File: config.mk
export PLATFORM = sky130hd
export DESIGN_NAME = gbe_rx_mport
export DESIGN_NICKNAME = d
export VERILOG_FILES = /design/src/rtl/gbe_rx_mport.sv
export SDC_FILE = /design/constraint.sdc
export NUM_CORES = 1
export LEC_CHECK = 0
export ABC_AREA = 1
export CAP_MARGIN = 5
export CELL_PAD_IN_SITES_DETAIL_PLACEMENT = 1
export CELL_PAD_IN_SITES_GLOBAL_PLACEMENT = 2
export CORE_UTILIZATION = 28
export DETAILED_ROUTE_END_ITERATION = 12
export MAX_ROUTING_LAYER = met4
export PLACE_DENSITY = 0.89
export SLEW_MARGIN = 20
export SYNTH_ARGS = -nofsm -noshare
export SYNTH_HDL_FRONTEND = slang
export SYNTH_SLANG_ARGS = --single-unit
File: constraint.sdc
create_clock -name app_clk -period 6.1 [get_ports app_clk]
set_clock_uncertainty 0.2 [all_clocks]
set_input_delay 1.22 -clock app_clk [delete_from_list [all_inputs] [get_ports app_clk]]
set_output_delay 1.22 -clock app_clk [all_outputs]
set_load 0.05 [all_outputs]
File: src/rtl/gbe_rx_mport.sv
// ---------------------------------------------------------------------------
// gbe_rx_mport
//   Receive-side UDP demultiplexer for a gigabit MAC byte stream. It parses
//   Ethernet/IPv4/UDP headers on the fly. It accepts frames addressed to this
//   station (own MAC or broadcast, own IP) whose UDP destination port hits an
//   enabled entry of a small port table. It then forwards the UDP payload,
//   together with the index of the matched table entry and the sender's
//   IP/port.
//
// Optional feature (compile-time macro GBE_RX_STATS_EN):
//   When defined, adds 32-bit frame counters stat_good / stat_drop.
//
// Ports
//   app_clk, app_rst      clock, synchronous active-high reset
//   mac_rx_data/_dvld     incoming frame bytes (dst MAC first, no FCS)
//   mac_rx_goodframe/     one-cycle end-of-frame strobes
//     mac_rx_badframe
//   local_enable          accept new frames
//   local_mac, local_ip   station addresses
//   local_port            N_PORTS x 16-bit UDP port table, entry i at [16i+:16]
//   port_enable           per-entry enable
//   app_rx_data/_dvld     payload bytes, one cycle after the input byte
//   app_rx_port_idx       matched table entry (lowest index wins)
//   app_rx_srcip/_srcport sender address of the current/last frame
//   app_rx_eof            end-of-frame pulse, qualified by app_rx_badframe
//   stat_good, stat_drop  frame counters (GBE_RX_STATS_EN only)
// ---------------------------------------------------------------------------
module gbe_rx_mport #(
    parameter int N_PORTS = 4,
    parameter int PIDX_W  = 2
) (
    input  logic                   app_clk,
    input  logic                   app_rst,
    input  logic [7:0]             mac_rx_data,
    input  logic                   mac_rx_dvld,
    input  logic                   mac_rx_goodframe,
    input  logic                   mac_rx_badframe,
    input  logic                   local_enable,
    input  logic [47:0]            local_mac,
    input  logic [31:0]            local_ip,
    input  logic [16*N_PORTS-1:0]  local_port,
    input  logic [N_PORTS-1:0]     port_enable,
    output logic [7:0]             app_rx_data,
    output logic                   app_rx_dvld,
    output logic [PIDX_W-1:0]      app_rx_port_idx,
    output logic [31:0]            app_rx_srcip,
    output logic [15:0]            app_rx_srcport,
    output logic                   app_rx_eof,
    output logic                   app_rx_badframe
`ifdef GBE_RX_STATS_EN
    ,
    output logic [31:0]            stat_good,
    output logic [31:0]            stat_drop
`endif
);

    typedef enum logic [2:0] {
        ST_SYNC    = 3'd0,
        ST_IDLE    = 3'd1,
        ST_HDR     = 3'd2,
        ST_PAYLOAD = 3'd3,
        ST_DROP    = 3'd4
    } state_t;

    // Byte i of a 48-bit MAC address, transmitted most significant first.
    function automatic logic [7:0] mac_byte(input logic [47:0] mac, input logic [2:0] i);
        logic [7:0] b;
        case (i)
            3'd0:    b = mac[47:40];
            3'd1:    b = mac[39:32];
            3'd2:    b = mac[31:24];
            3'd3:    b = mac[23:16];
            3'd4:    b = mac[15:8];
            3'd5:    b = mac[7:0];
            default: b = 8'h00;
        endcase
        return b;
    endfunction

    // Byte i of a 32-bit IPv4 address, most significant first.
    function automatic logic [7:0] ip_byte(input logic [31:0] ip, input logic [1:0] i);
        logic [7:0] b;
        case (i)
            2'd0:    b = ip[31:24];
            2'd1:    b = ip[23:16];
            2'd2:    b = ip[15:8];
            2'd3:    b = ip[7:0];
            default: b = 8'h00;
        endcase
        return b;
    endfunction

    state_t              state_r;
    state_t              state_nxt_s;

    // cnt_r holds the frame offset of the next byte expected.
    logic [10:0]         cnt_r;
    logic                uc_ok_r;
    logic                bc_ok_r;
    logic [31:0]         srcip_sh_r;
    logic [15:0]         sport_r;
    logic [7:0]          dport_hi_r;
    logic [7:0]          len_hi_r;
    logic [PIDX_W-1:0]   pidx_r;
    logic [15:0]         rem_r;

    logic [7:0]          data_r;
    logic                dvld_r;
    logic [PIDX_W-1:0]   idx_r;
    logic [31:0]         srcip_r;
    logic [15:0]         srcport_r;
    logic                eof_r;
    logic                bad_r;

    logic [10:0]         cur_idx_s;
    logic                uc_base_s;
    logic                bc_base_s;
    logic                uc_ok_s;
    logic                bc_ok_s;
    logic [1:0]          ip_sel_s;
    logic [15:0]         ulen_s;
    logic [15:0]         dport_s;
    logic                port_hit_s;
    logic [PIDX_W-1:0]   port_idx_s;
    logic                byte_ok_s;
    logic                end_s;
    logic                pay_out_s;
    logic                eof_s;
    logic                eof_bad_s;
    logic                hdr_done_s;

    // Header byte checks, port-table lookup and next-state selection.
    always_comb begin
        state_nxt_s = state_r;
        // In IDLE the byte on the bus is offset 0 of a new frame.
        cur_idx_s   = (state_r == ST_IDLE) ? 11'd0 : cnt_r;
        uc_base_s   = (state_r == ST_IDLE) ? 1'b1 : uc_ok_r;
        bc_base_s   = (state_r == ST_IDLE) ? 1'b1 : bc_ok_r;
        uc_ok_s     = uc_base_s;
        bc_ok_s     = bc_base_s;
        // Offsets 30..33 map to IP bytes 0..3, i.e. (offset - 30) mod 4.
        ip_sel_s    = cur_idx_s[1:0] - 2'd2;
        ulen_s      = {len_hi_r, mac_rx_data};
        dport_s     = {dport_hi_r, mac_rx_data};
        port_hit_s  = 1'b0;
        port_idx_s  = {PIDX_W{1'b0}};
        byte_ok_s   = 1'b1;
        end_s       = mac_rx_goodframe | mac_rx_badframe;

        // Scan from the top so the lowest matching index is the one kept.
        for (int i = N_PORTS - 1; i >= 0; i--) begin
            port_idx_s = (port_enable[i] && (local_port[16*i +: 16] == dport_s))
                         ? PIDX_W'(i) : port_idx_s;
            port_hit_s = port_hit_s | (port_enable[i] && (local_port[16*i +: 16] == dport_s));
        end

        if (cur_idx_s < 11'd6) begin
            // Destination must be entirely our MAC or entirely broadcast.
            uc_ok_s   = uc_base_s & (mac_rx_data == mac_byte(local_mac, cur_idx_s[2:0]));
            bc_ok_s   = bc_base_s & (mac_rx_data == 8'hFF);
            byte_ok_s = uc_ok_s | bc_ok_s;
        end else begin
            case (cur_idx_s)
                11'd12:  byte_ok_s = (mac_rx_data == 8'h08);
                11'd13:  byte_ok_s = (mac_rx_data == 8'h00);
                11'd14:  byte_ok_s = (mac_rx_data == 8'h45);
                11'd23:  byte_ok_s = (mac_rx_data == 8'h11);
                11'd30, 11'd31, 11'd32, 11'd33:
                         byte_ok_s = (mac_rx_data == ip_byte(local_ip, ip_sel_s));
                11'd37:  byte_ok_s = port_hit_s;
                11'd39:  byte_ok_s = (ulen_s >= 16'd8);
                default: byte_ok_s = 1'b1;
            endcase
        end

        case (state_r)
            ST_SYNC: begin
                if (end_s) begin
                    state_nxt_s = ST_IDLE;
                end else begin
                    state_nxt_s = ST_SYNC;
                end
            end
            ST_IDLE: begin
                if (mac_rx_dvld) begin
                    state_nxt_s = (local_enable && byte_ok_s) ? ST_HDR : ST_DROP;
                end else begin
                    state_nxt_s = ST_IDLE;
                end
            end
            ST_HDR: begin
                if (end_s) begin
                    state_nxt_s = ST_IDLE;
                end else if (mac_rx_dvld && !byte_ok_s) begin
                    state_nxt_s = ST_DROP;
                end else if (mac_rx_dvld && (cur_idx_s == 11'd41)) begin
                    state_nxt_s = ST_PAYLOAD;
                end else begin
                    state_nxt_s = ST_HDR;
                end
            end
            ST_PAYLOAD: begin
                if (end_s) begin
                    state_nxt_s = ST_IDLE;
                end else begin
                    state_nxt_s = ST_PAYLOAD;
                end
            end
            ST_DROP: begin
                if (end_s) begin
                    state_nxt_s = ST_IDLE;
                end else begin
                    state_nxt_s = ST_DROP;
                end
            end
            default: state_nxt_s = ST_SYNC;
        endcase

        pay_out_s  = (state_r == ST_PAYLOAD) && mac_rx_dvld && (rem_r != 16'd0);
        eof_s      = (state_r == ST_PAYLOAD) && end_s;
        // A payload cut short of the UDP length is reported as bad.
        eof_bad_s  = mac_rx_badframe | (rem_r != 16'd0);
        hdr_done_s = (state_r == ST_HDR) && mac_rx_dvld && byte_ok_s && (cur_idx_s == 11'd41);
    end

    // Parser state register.
    always_ff @(posedge app_clk) begin
        if (app_rst) begin
            state_r <= ST_SYNC;
        end else begin
            state_r <= state_nxt_s;
        end
    end

    // Byte counter, header field capture and payload countdown.
    always_ff @(posedge app_clk) begin
        if (app_rst) begin
            cnt_r      <= 11'd0;
            uc_ok_r    <= 1'b1;
            bc_ok_r    <= 1'b1;
            srcip_sh_r <= 32'd0;
            sport_r    <= 16'd0;
            dport_hi_r <= 8'd0;
            len_hi_r   <= 8'd0;
            pidx_r     <= {PIDX_W{1'b0}};
            rem_r      <= 16'd0;
        end else begin
            if (state_r == ST_IDLE) begin
                cnt_r <= mac_rx_dvld ? 11'd1 : 11'd0;
            end else if (mac_rx_dvld && (cnt_r != 11'd2047)) begin
                cnt_r <= cnt_r + 11'd1;
            end else begin
                cnt_r <= cnt_r;
            end

            if (mac_rx_dvld && ((state_r == ST_IDLE) || (state_r == ST_HDR))) begin
                uc_ok_r <= uc_ok_s;
                bc_ok_r <= bc_ok_s;
            end

            if (mac_rx_dvld && (state_r == ST_HDR)) begin
                case (cur_idx_s)
                    11'd26, 11'd27, 11'd28, 11'd29:
                             srcip_sh_r <= {srcip_sh_r[23:0], mac_rx_data};
                    11'd34:  sport_r[15:8] <= mac_rx_data;
                    11'd35:  sport_r[7:0]  <= mac_rx_data;
                    11'd36:  dport_hi_r    <= mac_rx_data;
                    11'd37:  pidx_r        <= port_idx_s;
                    11'd38:  len_hi_r      <= mac_rx_data;
                    11'd39:  rem_r         <= ulen_s - 16'd8;
                    default: rem_r         <= rem_r;
                endcase
            end else if (pay_out_s) begin
                rem_r <= rem_r - 16'd1;
            end
        end
    end

    // Registered application-side outputs; frame attributes update as the
    // header completes so they are stable from the first payload byte on.
    always_ff @(posedge app_clk) begin
        if (app_rst) begin
            data_r    <= 8'd0;
            dvld_r    <= 1'b0;
            idx_r     <= {PIDX_W{1'b0}};
            srcip_r   <= 32'd0;
            srcport_r <= 16'd0;
            eof_r     <= 1'b0;
            bad_r     <= 1'b0;
        end else begin
            dvld_r <= pay_out_s;
            eof_r  <= eof_s;
            bad_r  <= eof_s & eof_bad_s;
            if (pay_out_s) begin
                data_r <= mac_rx_data;
            end
            if (hdr_done_s) begin
                idx_r     <= pidx_r;
                srcip_r   <= srcip_sh_r;
                srcport_r <= sport_r;
            end
        end
    end

    assign app_rx_data     = data_r;
    assign app_rx_dvld     = dvld_r;
    assign app_rx_port_idx = idx_r;
    assign app_rx_srcip    = srcip_r;
    assign app_rx_srcport  = srcport_r;
    assign app_rx_eof      = eof_r;
    assign app_rx_badframe = bad_r;

`ifdef GBE_RX_STATS_EN
    logic [31:0] stat_good_r;
    logic [31:0] stat_drop_r;
    logic        drop_end_s;

    // Frames that end before or without reaching the payload count as drops.
    assign drop_end_s = ((state_r == ST_HDR) || (state_r == ST_DROP)) && end_s;

    // Good/dropped frame counters, free-running with natural wrap.
    always_ff @(posedge app_clk) begin
        if (app_rst) begin
            stat_good_r <= 32'd0;
            stat_drop_r <= 32'd0;
        end else begin
            if (eof_s && !eof_bad_s) begin
                stat_good_r <= stat_good_r + 32'd1;
            end
            if (drop_end_s || (eof_s && eof_bad_s)) begin
                stat_drop_r <= stat_drop_r + 32'd1;
            end
        end
    end

    assign stat_good = stat_good_r;
    assign stat_drop = stat_drop_r;
`endif

endmodule

# Word level (Yosys, flattened, before mapping)
# Index checks and enable logic that the tools add are counted.
[op_classes]
addsub = 4
n_lt_le_gt_ge = 2
eq_ne = 43
mux = 31
bitwise = 9
reduce_logical = 33
[op_table]
columns = ["op", "count"]
rows = [
  ["11-bit by 6-bit equality test with 1-bit output (second input constant)", 9],
  ["11-bit by 5-bit equality test with 1-bit output (second input constant)", 7],
  ["16-bit equality test", 4],
  ["16-bit two-way mux", 3],
  ["8-bit one-hot mux with 6 select lines", 1],
  ["11-bit by 4-bit equality test with 1-bit output (second input constant)", 3],
  ["11-bit two-way mux", 3],
  ["8-bit one-hot mux with 4 select lines", 1],
  ["8-bit two-way mux", 3],
  ["8-bit equality test", 2],
  ["16-bit by 4-bit >= comparator with 1-bit output (second input constant)", 1],
  ["16-bit nonzero test", 1],
  ["16-bit by 1-bit subtractor with 16-bit output (second input constant)", 1],
  ["16-bit by 4-bit subtractor with 16-bit output (second input constant)", 1],
  ["1-bit logical AND", 15],
  ["3-bit two-way mux", 5],
  ["3-bit one-hot mux with 5 select lines", 1],
  ["2-bit AND reduction", 7],
  ["3-bit by 2-bit equality test with 1-bit output (second input constant)", 4],
  ["11-bit by 1-bit adder with 11-bit output (second input constant)", 1],
  ["11-bit by 3-bit < comparator with 1-bit output (second input constant)", 1],
  ["11-bit != test (second input constant)", 1],
  ["2-bit two-way mux", 5],
  ["3-bit equality test (second input constant)", 3],
  ["20 further kinds", 39],
]
[totals]
register_bits = 159
inputBits = 162
output_inout_bits = 61
elab_cells = 140

# Logic depth before layout (Yosys ltp)
[depth]
word_depth = 15
ltp_mapped = 22
depth_no_buf = 21

# Worst setup path before layout
# No wires, ideal clock.
[synth_timing]
path_type = "input -> register"
startpoint = "input port mac_rx_data[4]"
endpoint = "register state_r[1]"
t_arrival_ps = 2727
slack_ps = 3064
stages = 15
n_path_buf = 1
path_cell_list = "buf_2 nor2_1 nand2_1 nor4_1 nand2_1 a31oi_1 nand2_1 nor2_1 nand2_2 nand2_1 nand2_1 nand2_1 nand3_1 nand2_1 inv_1"
[synth_between]
elab_chain_len = 12
[synth_lines]
columns = ["element", "line_no", "text"]
rows = [
  ["start: declaration", "34", "input logic [7:0] mac_rx_data,"],
  ["16-bit equality test", "154", "port_hit_s = port_hit_s | (port_enable[i] && (local_port[16*i +: 16] == dport_s));"],
  ["1-bit logical AND", "154", ""],
  ["1-bit bitwise OR (3 in a row)", "154", ""],
  ["1-bit one-hot mux with 7 select lines", "163", "case (cur_idx_s)"],
  ["1-bit two-way mux (*)", "157", "if (cur_idx_s < 11'd6) begin"],
  ["1-bit logical NOT", "194", "end else if (mac_rx_dvld && !byte_ok_s) begin"],
  ["1-bit logical AND", "194", ""],
  ["3-bit two-way mux", "194", ""],
  ["3-bit two-way mux", "192", "if (end_s) begin"],
  ["3-bit one-hot mux with 5 select lines (*)", "176", "case (state_r)"],
  ["end signal: assignment", "231", "state_r <= state_nxt_s;"],
  ["end: declaration", "93", "state_t state_r;"],
]
# Mark *: on every way between the ends. The rest lies on a longest branch, timed or not.
# A chain may end at the register's enable or synchronous reset.

# Final worst setup path
[layout_timing]
startpoint = "input port mac_rx_data[3]"
endpoint = "register state_r[1]"
# The elaborated chain is that of the path after synthesis.

==> run summary <==
Grt peak-use layer: met2
Top-area cell type share of the netlist area: 36.97%
Share of flip-flops with an asynchronous set or reset: 0%
First-pass GRT wire length: 52160 um
Worst slew pin tran: 0.9468 ns
Post-Syn Area: 0.008611 mm2
Buffers on Ports: 222
Routability Congestion: 0.8872
CP top delay family: buffers and inverters
GRT met2 Usage: 37.35%
Drt pass-1 iters: 4
Top post-synthesis cells by area: dfxtp_1, a21oi_1, o21ai_0
Max-Cap Viols: 0
Initial antenna violation count: 0
DRT antenna net count: 0
Die Y: 177.4 um
CTS root buffer: clkbuf_16
Most common cell in the netlist: nand2_1
Worst Path Arrival: 4.17 ns
CP max stage cell: clkinv_1
CP max stage delay: 0.68 ns
Yosys top cell by area: dfxtp_1
Final core occ: 39.07%
Iter 0 DRT Violations: 536
Fmax: 248.1 MHz
Setup Crit Path Kind: primary input to flip-flop
Primary FF master, synth: dfxtp_1
Worst-Skew Late Latency: 0.44 ns
Hold Crit Class: flip-flop to flip-flop
Post-DP HPWL: 25140 um
Wire per inst: 17.97 um
Post-route insts no fill: 1866
Unique cell type count in the Yosys netlist: 43
Number of vias per cell: 4.952
CTS tree: built
Slew headroom: 36.30%
Clock Pin Slew Worst Setup and Hold Paths: 0.07 ns
Worst VDD drop: 0.1917 mV
Width of the chip: 177.4 um
P&R area growth vs syn: 35.92%
Leakage: 4.737 nW
Fillers: 3770
Required @ worst endpoint: 6.24 ns
Die Area: 0.03146 mm2
Inst Count DP: 1834
Syn Nets: 1445
Min Hold Slack: 0.2409 ns
Number of CTS-inserted buffers: 17
Crit path top cell by count: nand2_1
Post-synth EDFFs: 0
Post-CTS setup buffers: 0
Cells after Synth: 1280
CP bufs+invs: 3
Final setup fails: 0
GR Util met3: 3.192%
Antenna Cells: 0
CP endpoint kind: flip-flop
Run status: complete, no violations
CP Max Fanout: 18
RSZ-0062 raised after global routing: false
Multi-input gate area: 0.004502 mm2
Total Power: 2.467 mW
Syn Area/Cell: 6.727 um2
Number of global-route vias before repair: 9448
Io pins: 223
Met1 usage: 27.39%
Vias after detailed routing: 9240
Largest net degree at the start of global routing: 102
Pwr per Cell Area: 210.7 mW/mm2
GRT Util Overall: 22.20%
Row Count: 63
Crit-path cells: clkdlybuf4s50_1 -> clkinv_1 -> o21ai_0 -> nor2_1 -> nand3_1 -> nor3_1 -> nand2_1 -> nand2_1 -> nor2_1 -> nor2_1 -> nor2_1 -> nand2_2 -> nand2_1 -> nand2_1 -> nand2_1 -> nand3_1 -> nand2_1 -> inv_1
Layout cells sized above 1: 5.081%
Synth top cells by count: nand2_1, dfxtp_1, inv_1
Hold violation total from the final report: 0
Cts hold-fix bufs: 0
Worst Setup Start Kind: primary input
Post-synthesis register bit count: 159
Sequential element share of the synthesized area: 36.97%
TNS Setup: 0 ns
DR DRC count: 0
Seq. cell area: 0.003183 mm2
H-Tree Depth: 4
Slew Limit Fails: 0
Post-CTS sizing: 0
CTS Buffer Depth: 2
Final min period: 4.031 ns
Starting density of the core: 28.75%
Nets@finish: 1628
Drt total wl: 33540 um
Yosys warns: 0
Period utilisation layout: 66.08%
Congestion Overflow GR: 0
Clock sink count: 159
Core box area: 0.02995 mm2
[power by group]
group	total [mW]	internal [mW]	switching, mW
sequential	1.05	1.04	0.00744
clock	1.11	0.597	0.510
combinational	0.311	0.145	0.166
total	2.47	1.78	0.684
[metal layers]
layer	vias to the layer above	share of wire, %
met5	-	0
met4	0	1.9
li1	4608	-
met1	4427	45
met3	43	4.1
met2	162	49
[sequential cells by signal, indices dropped and copies added (netlist names), 2 cells and up]
signal           count
sport_r             16
app_rx_port_idx      2
rem_r               16
srcip_sh_r          32
pidx_r               2
cnt_r               11
state_r              3
len_hi_r             8
dport_hi_r           8
app_rx_srcip        32
app_rx_srcport      16
app_rx_data          8
[cells in the final DEF (no fill, tap or decap), drive strengths merged]
cell type,count
nand3,58
o21a,1
o21bai,1
o2111ai,6
bufinv,1
o31ai,1
nor4,13
o21ai,149
inv,174
or2,9
a211oi,17
a31oi,4
a21boi,3
dfxtp,159
o211ai,5
xor2,25
nand2,195
clkdlybuf4s50,222
ha,3
a21oi,147
clkinv,10
o22ai,9
nor2,149
buf,8
clkbuf,18
a221oi,2
a2111oi,1
nand4,40
and3,1
nand3b,3
nor3,20
xnor2,22
[worst reg2reg max path: stages (launching register included)]
cell and delay [ns]:
dfxtp_1 0.31, inv_1 0.10, ha_1 0.19, nand2_1 0.09
nor3_1 0.14, inv_1 0.07, nor2_1 0.19, inv_1 0.09
nor2_1 0.17, nand3_1 0.23, nand3_1 0.28, nand2_1 0.52
inv_1 0.42, nor2_1 0.07, o21ai_0 0.09, a21oi_1 0.08
[final timing paths]
kind	endpoint	slack [ns]	depth (start not counted)	from
setup reg to reg	rem_r[14]$_SDFFE_PP0P_	2.71	15	rem_r[0]$_SDFFE_PP0P_
hold reg to reg	app_rx_srcport[13]$_SDFFE_PP0P_	0.24	2	sport_r[13]$_SDFFE_PP0P_
hold / removal	app_rx_srcport[13]$_SDFFE_PP0P_	0.24	2	sport_r[13]$_SDFFE_PP0P_
setup / recovery	state_r[1]$_SDFF_PP0_	2.07	18	mac_rx_data[3]
[through the flow]
stage	worst slack, ns	cell area (um2)
after floorplan	3.064	8611
final	2.069	11700
after detailed placement	1.609	11090
after global placement	1.762	11090
after global routing	1.773	11700
after CTS	2.052	11700
[area by class of cell]
type	instances	share of cell area (%)
Clock buffer	18	3.752
Clock inverter	14	1.433
Timing Repair Buffer	230	19.50
Inverter	171	5.484
Multi-Input combinational cell	884	38.46
Tap cell	390	4.169
Sequential cell	159	27.20
[cells by family (layout without fill, tap and decap cells)]
group | Yosys count | after routing | synth area share [%]
AND/OR/NAND/NOR | 488 | 488 | 25.23
AO/OA/AOI/OAI | 346 | 346 | 21.68
buffers and inverters | 237 | 433 | 10.91
flip-flops | 159 | 159 | 36.97
XOR/XNOR | 47 | 47 | 4.781
adder cells (fa/ha/maj) | 3 | 3 | 0.4360
Power figures use the tool's default switching activity.
